<file path="src/rtl/fetch_queue_pkg.sv">
// Shared types and constants for the fetch queue (instruction buffer
// between fetch and decode). Supplies default widths for the
// INSTRUCTION_SIZE / DATA_SIZE macros when the surrounding build does
// not define them.
`ifndef INSTRUCTION_SIZE
`define INSTRUCTION_SIZE 32
`endif
`ifndef DATA_SIZE
`define DATA_SIZE 32
`endif

package fetch_queue_pkg;

  // Default number of queue entries (power of two, >= 2).
  localparam int FETCH_QUEUE_DEPTH = 8;

  localparam int INSTR_W    = `INSTRUCTION_SIZE;
  localparam int ENTRY_PC_W = `DATA_SIZE;

  // Decode treats an all-zero opcode as a bubble, so an empty queue
  // presents this word.
  localparam logic [INSTR_W-1:0] NOP_INSTRUCTION = '0;

  // One stored fetch record.
  typedef struct packed {
    logic [INSTR_W-1:0]    instruction;
    logic [ENTRY_PC_W-1:0] pc;
  } fetch_entry_t;

  // Build a stored entry from the fetch-side fields.
  function automatic fetch_entry_t make_entry(
    input logic [INSTR_W-1:0]    instruction,
    input logic [ENTRY_PC_W-1:0] pc
  );
    fetch_entry_t e;
    e.instruction = instruction;
    e.pc          = pc;
    return e;
  endfunction

endpackage

</file>
<file path="src/rtl/fetch_queue_mem.sv">
// Entry storage for the fetch queue: DEPTH x fetch_entry_t register
// array with one synchronous write port and one asynchronous read port.
// The array has no reset; validity is tracked by the queue's count.
module fetch_queue_mem
  import fetch_queue_pkg::*;
#(
  parameter int DEPTH  = FETCH_QUEUE_DEPTH,
  parameter int ADDR_W = $clog2(DEPTH)
) (
  input  logic              clk,
  input  logic              we,
  input  logic [ADDR_W-1:0] waddr,
  input  fetch_entry_t      wdata,
  input  logic [ADDR_W-1:0] raddr,
  output fetch_entry_t      rdata
);

  fetch_entry_t mem_q [DEPTH];

  // Write the addressed entry on an accepted push.
  always_ff @(posedge clk) begin
    if (we) begin
      mem_q[waddr] <= wdata;
    end
  end

  // Read port is purely combinational so the head is visible the cycle
  // after it was written.
  assign rdata = mem_q[raddr];

endmodule

</file>
<file path="src/rtl/fetch_queue.sv">
// fetch_queue: circular FIFO of instruction/PC pairs between fetch and
// decode. Holds head/tail pointers and the entry count, applies flush,
// and drives both handshakes.
//
// Handshakes (both sides): a transfer happens at a rising edge exactly
// when valid && ready are both high in the cycle before it. valid never
// depends on the same side's ready. fetch_ready is derived only from
// registered state, so there is no combinational path from dec_ready.
// A full queue refuses a push even in a cycle where decode pops.
//
// Optional build macro FETCH_QUEUE_BYPASS_EN: when the queue is empty
// and fetch presents an instruction (no flush), that instruction is
// shown to decode in the same cycle; if decode takes it, it is never
// written. Without the macro there is strict one-cycle latency and no
// combinational fetch-to-decode path.
//
// PC_SIZE must not exceed `DATA_SIZE (the stored PC field width).
module fetch_queue
  import fetch_queue_pkg::*;
#(
  parameter int DEPTH   = FETCH_QUEUE_DEPTH,
  parameter int PC_SIZE = `DATA_SIZE
) (
  input  logic                       clk,
  input  logic                       reset_n,
  input  logic                       fetch_valid,
  input  logic [`INSTRUCTION_SIZE-1:0] fetch_instruction,
  input  logic [PC_SIZE-1:0]         fetch_pc,
  output logic                       fetch_ready,
  output logic                       dec_valid,
  output logic [`INSTRUCTION_SIZE-1:0] dec_instruction,
  output logic [PC_SIZE-1:0]         dec_pc,
  input  logic                       dec_ready,
  input  logic                       flush,
  output logic [$clog2(DEPTH):0]     occupancy
);

  localparam int ADDR_W = $clog2(DEPTH);
  localparam int CNT_W  = ADDR_W + 1;
  localparam logic [CNT_W-1:0] FULL_COUNT = CNT_W'(DEPTH);

  logic [ADDR_W-1:0] head;
  logic [ADDR_W-1:0] tail;
  logic [CNT_W-1:0]  count;

  logic         queue_valid;
  logic         push_req;
  logic         push;
  logic         pop;
  fetch_entry_t wr_entry;
  fetch_entry_t head_entry;

  // ---------------------------------------------------------------
  // Status derived from registered state only
  // ---------------------------------------------------------------
  assign queue_valid = (count != '0);
  assign fetch_ready = (count != FULL_COUNT);
  assign occupancy   = count;

  // A flush cancels any push or pop happening in the same cycle.
  assign push_req = fetch_valid && fetch_ready && !flush;
  assign pop      = queue_valid && dec_ready && !flush;

`ifdef FETCH_QUEUE_BYPASS_EN
  logic bypass;

  // Empty queue with a live fetch: present the fetch directly.
  assign bypass = !queue_valid && fetch_valid && !flush;

  // A bypassed instruction taken by decode is consumed, never stored.
  assign push = push_req && !(bypass && dec_ready);
`else
  assign push = push_req;
`endif

  // ---------------------------------------------------------------
  // Storage
  // ---------------------------------------------------------------
  assign wr_entry = make_entry(fetch_instruction, ENTRY_PC_W'(fetch_pc));

  fetch_queue_mem #(
    .DEPTH  (DEPTH),
    .ADDR_W (ADDR_W)
  ) u_mem (
    .clk   (clk),
    .we    (push),
    .waddr (tail),
    .wdata (wr_entry),
    .raddr (head),
    .rdata (head_entry)
  );

  // Decode view: head entry when occupied, zeros (bubble) when empty,
  // or the live fetch when bypassing.
  always_comb begin
    dec_valid       = queue_valid;
    dec_instruction = NOP_INSTRUCTION;
    dec_pc          = '0;
    if (queue_valid) begin
      dec_instruction = head_entry.instruction;
      dec_pc          = PC_SIZE'(head_entry.pc);
    end
`ifdef FETCH_QUEUE_BYPASS_EN
    if (bypass) begin
      dec_valid       = 1'b1;
      dec_instruction = fetch_instruction;
      dec_pc          = fetch_pc;
    end
`endif
  end

  // ---------------------------------------------------------------
  // Pointer and count state
  // ---------------------------------------------------------------

  // Advance pointers on push/pop; flush empties the queue outright.
  always_ff @(posedge clk or negedge reset_n) begin
    if (!reset_n) begin
      head  <= '0;
      tail  <= '0;
      count <= '0;
    end else if (flush) begin
      head  <= '0;
      tail  <= '0;
      count <= '0;
    end else begin
      if (push) begin
        tail <= tail + ADDR_W'(1);
      end
      if (pop) begin
        head <= head + ADDR_W'(1);
      end
      case ({push, pop})
        2'b10:   count <= count + CNT_W'(1);
        2'b01:   count <= count - CNT_W'(1);
        default: count <= count;
      endcase
    end
  end

endmodule

</file>
<file path="config.mk">
export PLATFORM = sky130hd
export DESIGN_NAME = fetch_queue
export DESIGN_NICKNAME = d
export VERILOG_FILES = /design/src/rtl/fetch_queue_pkg.sv /design/src/rtl/fetch_queue_mem.sv /design/src/rtl/fetch_queue.sv
export SDC_FILE = /design/constraint.sdc
export NUM_CORES = 1
export LEC_CHECK = 0
export BUFFER_PORTS_ARGS = -buffer_cell sky130_fd_sc_hd__buf_2
export CAP_MARGIN = 10
export CELL_PAD_IN_SITES_DETAIL_PLACEMENT = 1
export CELL_PAD_IN_SITES_GLOBAL_PLACEMENT = 2
export CORE_ASPECT_RATIO = 0.75
export CORE_MARGIN = 1.5
export CORE_UTILIZATION = 45
export CTS_BUF_LIST = sky130_fd_sc_hd__clkbuf_4 sky130_fd_sc_hd__clkbuf_8
export CTS_CLUSTER_DIAMETER = 120
export DETAILED_ROUTE_END_ITERATION = 7
export PLACE_DENSITY = 0.9
export SLEW_MARGIN = 40
export SYNTH_ARGS = -nofsm -noshare
export SYNTH_HDL_FRONTEND = slang
export SYNTH_SLANG_ARGS = --single-unit
</file>
<file path="constraint.sdc">
create_clock -name clk -period 5.3 [get_ports clk]
set_input_delay 1.06 -clock clk [delete_from_list [all_inputs] [get_ports clk]]
set_output_delay 1.06 -clock clk [all_outputs]
set_load 0.005 [all_outputs]
</file>
* Yosys cells after proc, flatten, opt, wreduce, memory -nomap -nowiden *
Memory sizes are Yosys's and may differ from the RTL's.
Index checks and enable logic that the tools add are counted.
W data, S select, Z words.

word-level totals
  bits in registers = 10
  memory bits (writable) = 512
  output and inout bits = 70
  memories kept = 1

cells by class
  add/subtract/negate cells = 4
  equal/unequal tests = 3
  mux-type cells = 10
  reduce and logical (&&, ||, !) cells = 9

memory list
  name         depth  bits a word  rd ports  clocked after memory_dff  write ports  RTL line               RTL
  u_mem.mem_q  8      64           1         0                         1            fetch_queue_mem.sv:18  fetch_entry_t mem_q [DEPTH];

operator list
  kind                   number
  $mux W32               2
  $mux W3                4
  $pmux W4 S2            1
  $add A3 B1 Y3 const B  2
  $add A4 B1 Y4 const B  1
  $logic_and A1 B1 Y1    4
  $mux W4                1
  $ne A4 B4 Y1 const B   1
  $reduce_bool A2 Y1     2
  $reduce_bool A4 Y1     1
  $sub A4 B1 Y4 const B  1
  $reduce_bool A3 Y1     1
  $eq A2 B1 Y1 const B   1
  $eq A2 B2 Y1 const B   1
  $mux W1                2
  $logic_not A1 Y1       1

* Longest topological paths before layout *
Gate-level depths: netlist of run 1.

  depth in word-level cells = 6
  mapped depth = 10
  gate-level depth less buffers = 9

* By module *
From an unflattened synthesis of run 1, not the netlist that was laid out.

second synthesis, totals
  cells, all modules = 893
  area total of the unflattened synthesis = 20378.3 um^2

modules (own cells, without submodules)
  module           times used  cells each  area each (um^2)  sequential area each (um^2)
  fetch_queue_mem  1           752         19266.0           15374.7
  fetch_queue      1           141         1112.3            250.2

* Least setup slack after synthesis of run 1 *
Ideal clock, no wire load.

  kind = input -> register
  start = in fetch_valid
  end = mem u_mem.mem_q[1][0] (netlist bit), enable pin
  setup time = 565 ps
  arrival = 6009 ps
  required time = 4735 ps
  path slack = -1274 ps
  stages on the path = 3
  cell sequence = clkbuf_1 -> nand4b_1 -> nor3_1

on the way
  word-level cells in the longest chain between the ends = 4

RTL lines
  what                               RTL line               RTL
  start: declaration                 fetch_queue.sv:26      input logic fetch_valid,
  $logic_and A1 B1 Y1 (2 in series)  fetch_queue.sv:61      assign push_req = fetch_valid && fetch_ready && !flush;
  $mux W1                            fetch_queue_mem.sv:22  if (we) begin
  $mux W1 (not written as such)      fetch_queue_mem.sv:23  mem_q[waddr] <= wdata;
  end: declaration                   fetch_queue_mem.sv:18

Every way passes these cells.

* Worst setup path after layout of run 1 *
  start = reg head[0]
  end = out dec_instruction[17]

on the way
  word-level cells in the longest chain between the ends = 2

RTL lines
  what                      RTL line            RTL
  start: declaration        fetch_queue.sv:42   logic [ADDR_W-1:0] head;
  start signal: assignment  fetch_queue.sv:131  head <= head + ADDR_W'(1);
  $mem_v2 Z8 W64            --
  $mux W32                  fetch_queue.sv:99   if (queue_valid) begin
  end: declaration          fetch_queue.sv:31   output logic [`INSTRUCTION_SIZE-1:0] dec_instruction,

Every way passes these cells.

==> results.py, run 1 <==
metrics = {
    "sta": {
        "tightest_slew_ns": 0.747,
        "setup_viol": 0,
        "fin_crit_sh": 0.768,
        "finalSetupTns_ns": 0,
        "hold_viol": 0,
        "relSlewSlack": 0.501,
        "rsz0062_at_grt": "no",
        "setup_slack_ns": 1.23,
        "drv_slew": 0,
        "fmax_mhz": 246,
        "finalClockSkew_ns": 0.0429,
        "fin_crit_ns": 4.07,
        "whs_ns": 0.287,
    },
    "synth": {
        "synth_top_area_cell": "edfxtp_1",
        "synth_cell_type_count": 39,
        "synth_area_per_cell_sq_um": 22.5,
        "ys_warn_count": 0,
        "syn_nets": 965,
        "synth.area.top_cells": "edfxtp_1 (77%), mux4_2 (14%), mux2i_1 (3.2%), nor2_1 (1.5%), dfrtp_1 (1.2%)",
        "synthFlopType": "edfxtp_1",
        "synthMuxAreaShare": 0.176,
        "ys_ff_latch": 522,
        "synth_edf_count": 512,
        "synthArstFlopShare": 0.0192,
        "synth_area_sq_mm": 0.0201,
        "syn-instance-count": 892,
        "synth_compound_area_frac": 0.00623,
        "synth-adder-area-share": 0.00249,
        "synth_commonest_cells": "edfxtp_1 (512), mux4_2 (128), nor2_1 (78)",
        "synth_top_family_by_area": "multiplexers",
        "synth.most_common_cell": "edfxtp_1",
        "ys_seq_area_frac": 0.778,
        "synth_xor_area_frac": 0.00349,
        "synth_top_area_frac": 0.766,
        "yosys.area_share.simple": 0.0218,
    },
    "routing": {
        "drtIter0Drc": 653,
        "wirelength_um": 43100,
        "vias": 9465,
        "wl_per_cell_um": 25.0,
        "first_pass_iters": 4,
        "vias_per_cell": 5.50,
        "drc": 0,
        "ant_nets": 0,
    },
    "power_and_ir_drop": {
        "swShare": 0.269,
        "seqPwrFrac": 0.480,
        "switchingPower_w": 0.00270,
        "combPwrFrac": 0.209,
        "clkPwrFrac": 0.311,
        "vdd_drop_max_v": 0.000318,
        "power_density_mw_per_mm2": 436,
        "internal_power_w": 0.00736,
        "p_leak_nw": 7.36,
    },
    "place": {
        "dpl_cell_area_sq_mm": 0.0216,
        "post-place-ws_ns": 1.80,
        "gp_congestion": 0.720,
        "port_buffers": 138,
        "dpl.hpwl_um": 24600,
    },
    "clocking": {
        "root_buffer": "clkbuf_8",
        "cts_tree": "yes",
        "clock_latency_ns": 0.63,
        "numCtsBuffers": 79,
        "ctsHoldBuffers": 0,
        "clockBufferDepth": 3,
        "cts_resized": 0,
        "postCtsSetupBuffers": 0,
        "cts_max_level": 3,
        "clk_pin_slew_worst_paths_ns": 0.06,
        "cts.sinks": 522,
    },
    "global_route": {
        "track_usage": 0.196,
        "grt_pass1_vias": 10500,
        "grt_pass1_wl_um": 65300,
        "grt_start_max_net_pins": 65,
        "antenna_found_initial": 5,
        "grt_remaining_overflow": 0,
    },
    "setup_path": {
        "cp_data_required_time_ns": 4.24,
        "max_stage_delay_ns": 0.83,
        "crit_type": "reg2out",
        "crit_path_top_delay_cell": "dfrtp_4",
        "cp-end-kind": "primary output",
        "start_kind": "flip-flop",
        "crit_path_max_fanout": 31,
        "path_cells": "buf_4 -> mux4_2 -> mux2i_1 -> nor2_1 -> buf_2",
        "cp.arrival_ns": 3.01,
    },
    "floorplan": {
        "num_rows": 66,
        "pin_count": 139,
        "die_x_um": 247,
        "core_area_sq_mm": 0.0437,
        "initial_utilization": 0.460,
        "die-area_sq_mm": 0.0459,
        "die_y_um": 186,
    },
    "finish": {
        "fillers": 3874,
        "syn_to_final_growth_pct": 15.0,
        "fin_nets": 1162,
        "drive_above_1_share": 0.367,
        "design_area_sq_mm": 0.0231,
    },
    "worst_hold_path": {
        "hp-class": "in2async",
    },
    "run": {
        "max_cap_violations": 0,
    },
    "status": {
        "status": "complete, no violations",
    },
}
==> power by group through the flow <==
stage / Clock (W) / Combinational, W / Sequential (W)
after global routing: 0.00338 / 0.00231 / 0.00485
after CTS: 0.00323 / 0.00216 / 0.00483
final: 0.00313 / 0.00210 / 0.00483
after global placement: 0 / 0.00210 / 0.00491
after detailed placement: 0 / 0.00215 / 0.00492
after floorplan: 0 / 0.00142 / 0.00483
==> per-stage QoR <==
| stage | utilization | total power [W] | std cells |
|---|---|---|---|
| floorplan | - | 0.00625 | 892 |
| global placement | 0.494 | 0.00700 | 1585 |
| detailed placement | 0.495 | 0.00707 | 1586 |
| CTS | 0.528 | 0.0102 | 1719 |
| global route | 0.528 | 0.0105 | 1719 |
| finish | 0.528 | 0.0101 | 1721 |
==> registers in the layout, indices dropped and copies added (netlist names) <==
name,cells
u_mem.mem_q,512
tail,3
occupancy,4
head,3
==> worst max-delay path: cells and delay by family (launching register included) <==
family | cells | cell delay [ns]
buffers and inverters | 2 | 0.63
DFF | 1 | 0.83
muxes | 2 | 0.80
and+or+nand+nor | 1 | 0.08
==> area by class of cell <==
type / instances / area [sq um] / area share
Inverter: 1 / 3.75 / 0.000163
Sequential cell: 522 / 15600 / 0.677
Tap cell: 578 / 723 / 0.0313
Clock inverter: 30 / 183 / 0.00791
Antenna cell: 2 / 5.00 / 0.000217
Multi-Input combinational cell: 322 / 4290 / 0.186
Clock buffer: 103 / 1280 / 0.0555
Timing Repair Buffer: 163 / 957 / 0.0415
==> kinds of logic (layout without fill, tap and decap cells) <==
family / Yosys count / in the layout
AO/OA/AOI/OAI: 17 / 17
AND/OR/NAND/NOR: 100 / 100
buffers and inverters: 48 / 297
multiplexers: 193 / 193
adder cells (fa/ha/maj): 4 / 4
XOR/XNOR: 8 / 8
flip-flops: 522 / 522
other: 0 / 2
==> final timing paths <==
kind	startpoint	end	slack (ns)	depth (start not counted)
worst max-delay path	head[0]	dec_instruction[17]	1.23	5
worst min-delay path	reset_n	tail[2]	0.29	1
worst max register to register	occupancy[1]	u_mem.mem_q[4][35]	2.33	4
worst min register to register	tail[0]	tail[0]	0.61	2
max in group asynchronous	reset_n	tail[0]	4.77	1
min in group clk	tail[0]	tail[0]	0.61	2
==> placed cells by master, fill, tap and decap left out, types with 2 or more instances in the layout <==
cell type | synthesis | final
a21oi_1 | 6 | 6
buf_12 | 0 | 6
buf_2 | 28 | 138
buf_4 | 1 | 18
bufinv_16 | 0 | 2
clkbuf_4 | 0 | 22
clkbuf_8 | 0 | 81
clkinv_1 | 0 | 22
clkinv_2 | 0 | 3
dfrtp_1 | 10 | 7
dfrtp_4 | 0 | 3
diode_2 | 0 | 2
edfxtp_1 | 512 | 512
ha_1 | 4 | 4
inv_6 | 0 | 2
mux2i_1 | 64 | 64
mux4_2 | 128 | 128
nand2_1 | 4 | 4
nand2b_1 | 2 | 2
nand3_1 | 3 | 3
nor2_1 | 78 | 71
nor2_4 | 0 | 7
nor3_4 | 0 | 2
o21ai_0 | 2 | 2
o31ai_1 | 2 | 2
or3_1 | 2 | 2
xnor2_1 | 3 | 3
xor2_1 | 5 | 5
==> per-layer routing <==
layer,global-route usage,wire length [um],part of all wire
met1,0.265,18300,0.43
met2,0.323,21500,0.50
met3,0.0427,2330,0.054
met4,0.0532,776,0.018
met5,0,72,0.0017
Note: power is estimated with default switching activity, not from simulation.
==> run 2: changes to the inputs <==
--- a/config.mk
+++ b/config.mk
@@ -5,17 +5,18 @@
 export SDC_FILE = /design/constraint.sdc
 export NUM_CORES = 1
 export LEC_CHECK = 0
+export ABC_AREA = 1
 export BUFFER_PORTS_ARGS = -buffer_cell sky130_fd_sc_hd__buf_2
 export CAP_MARGIN = 10
 export CELL_PAD_IN_SITES_DETAIL_PLACEMENT = 1
 export CELL_PAD_IN_SITES_GLOBAL_PLACEMENT = 2
 export CORE_ASPECT_RATIO = 0.75
 export CORE_MARGIN = 1.5
-export CORE_UTILIZATION = 45
+export CORE_UTILIZATION = 44
 export CTS_BUF_LIST = sky130_fd_sc_hd__clkbuf_4 sky130_fd_sc_hd__clkbuf_8
 export CTS_CLUSTER_DIAMETER = 120
 export DETAILED_ROUTE_END_ITERATION = 7
-export PLACE_DENSITY = 0.9
+export PLACE_DENSITY = 0.94
 export SLEW_MARGIN = 40
 export SYNTH_ARGS = -nofsm -noshare
 export SYNTH_HDL_FRONTEND = slang
==> constraint.sdc (replaced) <==
create_clock -name clk -period 3.8 [get_ports clk]
set_input_delay 0.76 -clock clk [delete_from_list [all_inputs] [get_ports clk]]
set_output_delay 0.76 -clock clk [all_outputs]
set_load 0.005 [all_outputs]
==> run 2 against run 1 <==
Hold slack improved by 0.096 ns. Via count increased by 44%. Die area increased by 4.2%. Combinational power increased by 120%. Non-clock buffer count increased by 16. First-iteration DRC count increased by 79%. Global-route usage increased by 4.2 points. Total power increased by 59%. Highest routed layer unchanged.
==> results.py, run 2 <==
metrics = {
    "status": {
        "status": "complete, no violations",
    },
    "setup_path": {
        "crit_path_top_delay_cell": "dfrtp_4",
        "cp-end-kind": "primary output",
        "start_kind": "flip-flop",
        "cp_data_required_time_ns": 3.04,
        "crit_buf_inv": 4,
        "crit_type": "reg2out",
        "crit_path_max_fanout": 47,
        "cp.arrival_ns": 2.88,
        "path_cells": "inv_6 -> buf_12 -> buf_4 -> nor2_1 -> o22ai_1 -> o21ai_0 -> a31oi_1 -> buf_2",
        "max_stage_delay_ns": 0.66,
        "path_delay_family": "buffers and inverters",
    },
    "synth": {
        "synth_top_area_cell": "edfxtp_1",
        "synth_area_per_cell_sq_um": 13.2,
        "synth.most_common_cell": "edfxtp_1",
        "synth_top_area_frac": 0.751,
        "syn-instance-count": 1546,
        "synth_area_sq_mm": 0.0205,
        "synth_edf_count": 512,
        "synth_cell_type_count": 25,
        "ys_seq_area_frac": 0.764,
        "synthFlopType": "edfxtp_1",
        "ys_ff_latch": 522,
        "syn_nets": 1619,
        "synth_commonest_cells": "edfxtp_1 (512), nor2_1 (394), o21ai_0 (253)",
        "synthArstFlopShare": 0.0192,
        "ys_warn_count": 0,
        "synth.area.top_cells": "edfxtp_1 (75%), nor2_1 (7.2%), o21ai_0 (6.2%), o22ai_1 (2.0%), a31oi_1 (2.0%)",
    },
    "place": {
        "dp_cells": 2212,
        "dpl.hpwl_um": 30400,
        "dpl_cell_area_sq_mm": 0.0219,
        "post-place-ws_ns": 0.750,
        "gp_congestion": 0.778,
        "port_buffers": 138,
    },
    "power_and_ir_drop": {
        "power_density_mw_per_mm2": 678,
        "clkPwrFrac": 0.302,
        "internal_power_w": 0.0107,
        "combPwrFrac": 0.284,
        "seqPwrFrac": 0.414,
        "switchingPower_w": 0.00534,
        "swShare": 0.333,
        "total_power_w": 0.0160,
        "vdd_drop_max_v": 0.000377,
        "p_leak_nw": 8.10,
    },
    "sta": {
        "fin_crit_sh": 0.959,
        "fmax_mhz": 274,
        "finalClockSkew_ns": 0.0159,
        "setup_viol": 0,
        "hold_viol": 0,
        "fin_crit_ns": 3.64,
        "relSlewSlack": 0.493,
        "tightest_slew_ns": 0.761,
        "drv_slew": 0,
        "setup_slack_ns": 0.156,
        "whs_ns": 0.383,
        "rsz0062_at_grt": "no",
    },
    "floorplan": {
        "die-area_sq_mm": 0.0478,
        "num_rows": 68,
        "die_y_um": 190,
        "initial_utilization": 0.445,
        "pin_count": 139,
        "core_area_sq_mm": 0.0459,
        "die_x_um": 252,
    },
    "clocking": {
        "cts_max_level": 3,
        "cts.sinks": 522,
        "cts_tree": "yes",
        "clk_pin_slew_worst_paths_ns": 0.07,
        "numCtsBuffers": 83,
        "clock_latency_ns": 0.64,
        "root_buffer": "clkbuf_8",
        "clockBufferDepth": 3,
    },
    "finish": {
        "antenna_cells": 0,
        "stdcell_count": 2364,
        "design_area_sq_mm": 0.0236,
        "top_register": "u_mem.mem_q",
        "layout_common_cells": "edfxtp_1 (512), nor2_1 (386), o21ai_0 (253)",
        "syn_to_final_growth_pct": 15.4,
        "final_common_cell": "edfxtp_1",
        "largest_reg_flops": 512,
        "fin_nets": 1778,
        "drive_above_1_share": 0.187,
    },
    "global_route": {
        "track_usage": 0.237,
        "antenna_found_initial": 5,
        "grt_pass1_wl_um": 85900,
        "grt_start_max_net_pins": 107,
        "grt_remaining_overflow": 0,
        "grt_pass1_vias": 14500,
    },
    "routing": {
        "wl_per_cell_um": 24.1,
        "vias_per_cell": 5.75,
        "ant_nets": 0,
        "first_pass_iters": 6,
        "wirelength_um": 56900,
        "vias": 13600,
        "drc": 0,
        "drtIter0Drc": 1170,
    },
    "worst_hold_path": {
        "hp-class": "in2reg",
    },
    "run": {
        "max_cap_violations": 0,
    },
}
run 2: layout make-up:
class                           count  area [sq um]
Clock buffer                      119          1440
Clock inverter                     30           209
Fill cell                        4655         22300
Inverter                           19          81.3
Multi-Input combinational cell    900          4250
Sequential cell                   522         15600
Tap cell                          595           744
Timing Repair Buffer              179          1260
run 2: kinds of logic after synthesis:
logic type      Yosys count  synth area share
flops                   522             0.764
compound gates          460             0.120
simple gates            435            0.0816
buf+inv                 124            0.0317
fa+ha+maj                 4           0.00245
xor+xnor                  1          0.000428
run 2: stage by stage:
stage / setup TNS [ns] / utilization
after floorplan: -249.62 / -
after global placement: 0 / 0.477
after detailed placement: 0 / 0.477
after CTS: 0 / 0.513
after global routing: 0 / 0.514
final: 0 / 0.514
run 2: path summary, 6_finish.rpt:
| check | from | end | slack (ns) | depth (start not counted) |
|---|---|---|---|---|
| min reg2reg | tail[0] | tail[0] | 0.61 | 2 |
| max | head[0] | dec_instruction[24] | 0.16 | 8 |
| max reg2reg | occupancy[0] | occupancy[3] | 1.12 | 15 |
| min in group asynchronous | reset_n | head[0] | 0.53 | 2 |
| max in group asynchronous | reset_n | head[1] | 3.03 | 2 |
| min | fetch_instruction[3] | u_mem.mem_q[0][35] | 0.38 | 1 |
run 2: per-layer routing:
metal / global-route usage / vias to the layer above / wire (um)
met1: 0.303 / 6976 / 23700
met4: 0.0712 / 8 / 1310
met3: 0.0471 / 114 / 3220
li1: - / 6042 / -
met2: 0.411 / 448 / 28600
met5: 0 / - / 54
run 2: what timing repair did:
| item | in CTS | in global routing |
|---|---|---|
| endpoints found under the setup margin | 0 | 11 |
| gates resized for setup | 0 | 1 |
| endpoints found under the hold margin | 10 | 0 |
| hold buffers | 1 | 0 |
| setup buffers | 0 | 2 |
run 2: power groups by stage:
stage / combinational [W] / clock [W] / sequential [W]
final: 0.00455 / 0.00483 / 0.00663
after CTS: 0.00451 / 0.00492 / 0.00667
after detailed placement: 0.00444 / 0 / 0.00679
after global routing: 0.00499 / 0.00514 / 0.00665
after global placement: 0.00426 / 0 / 0.00677
after floorplan: 0.00271 / 0 / 0.00668
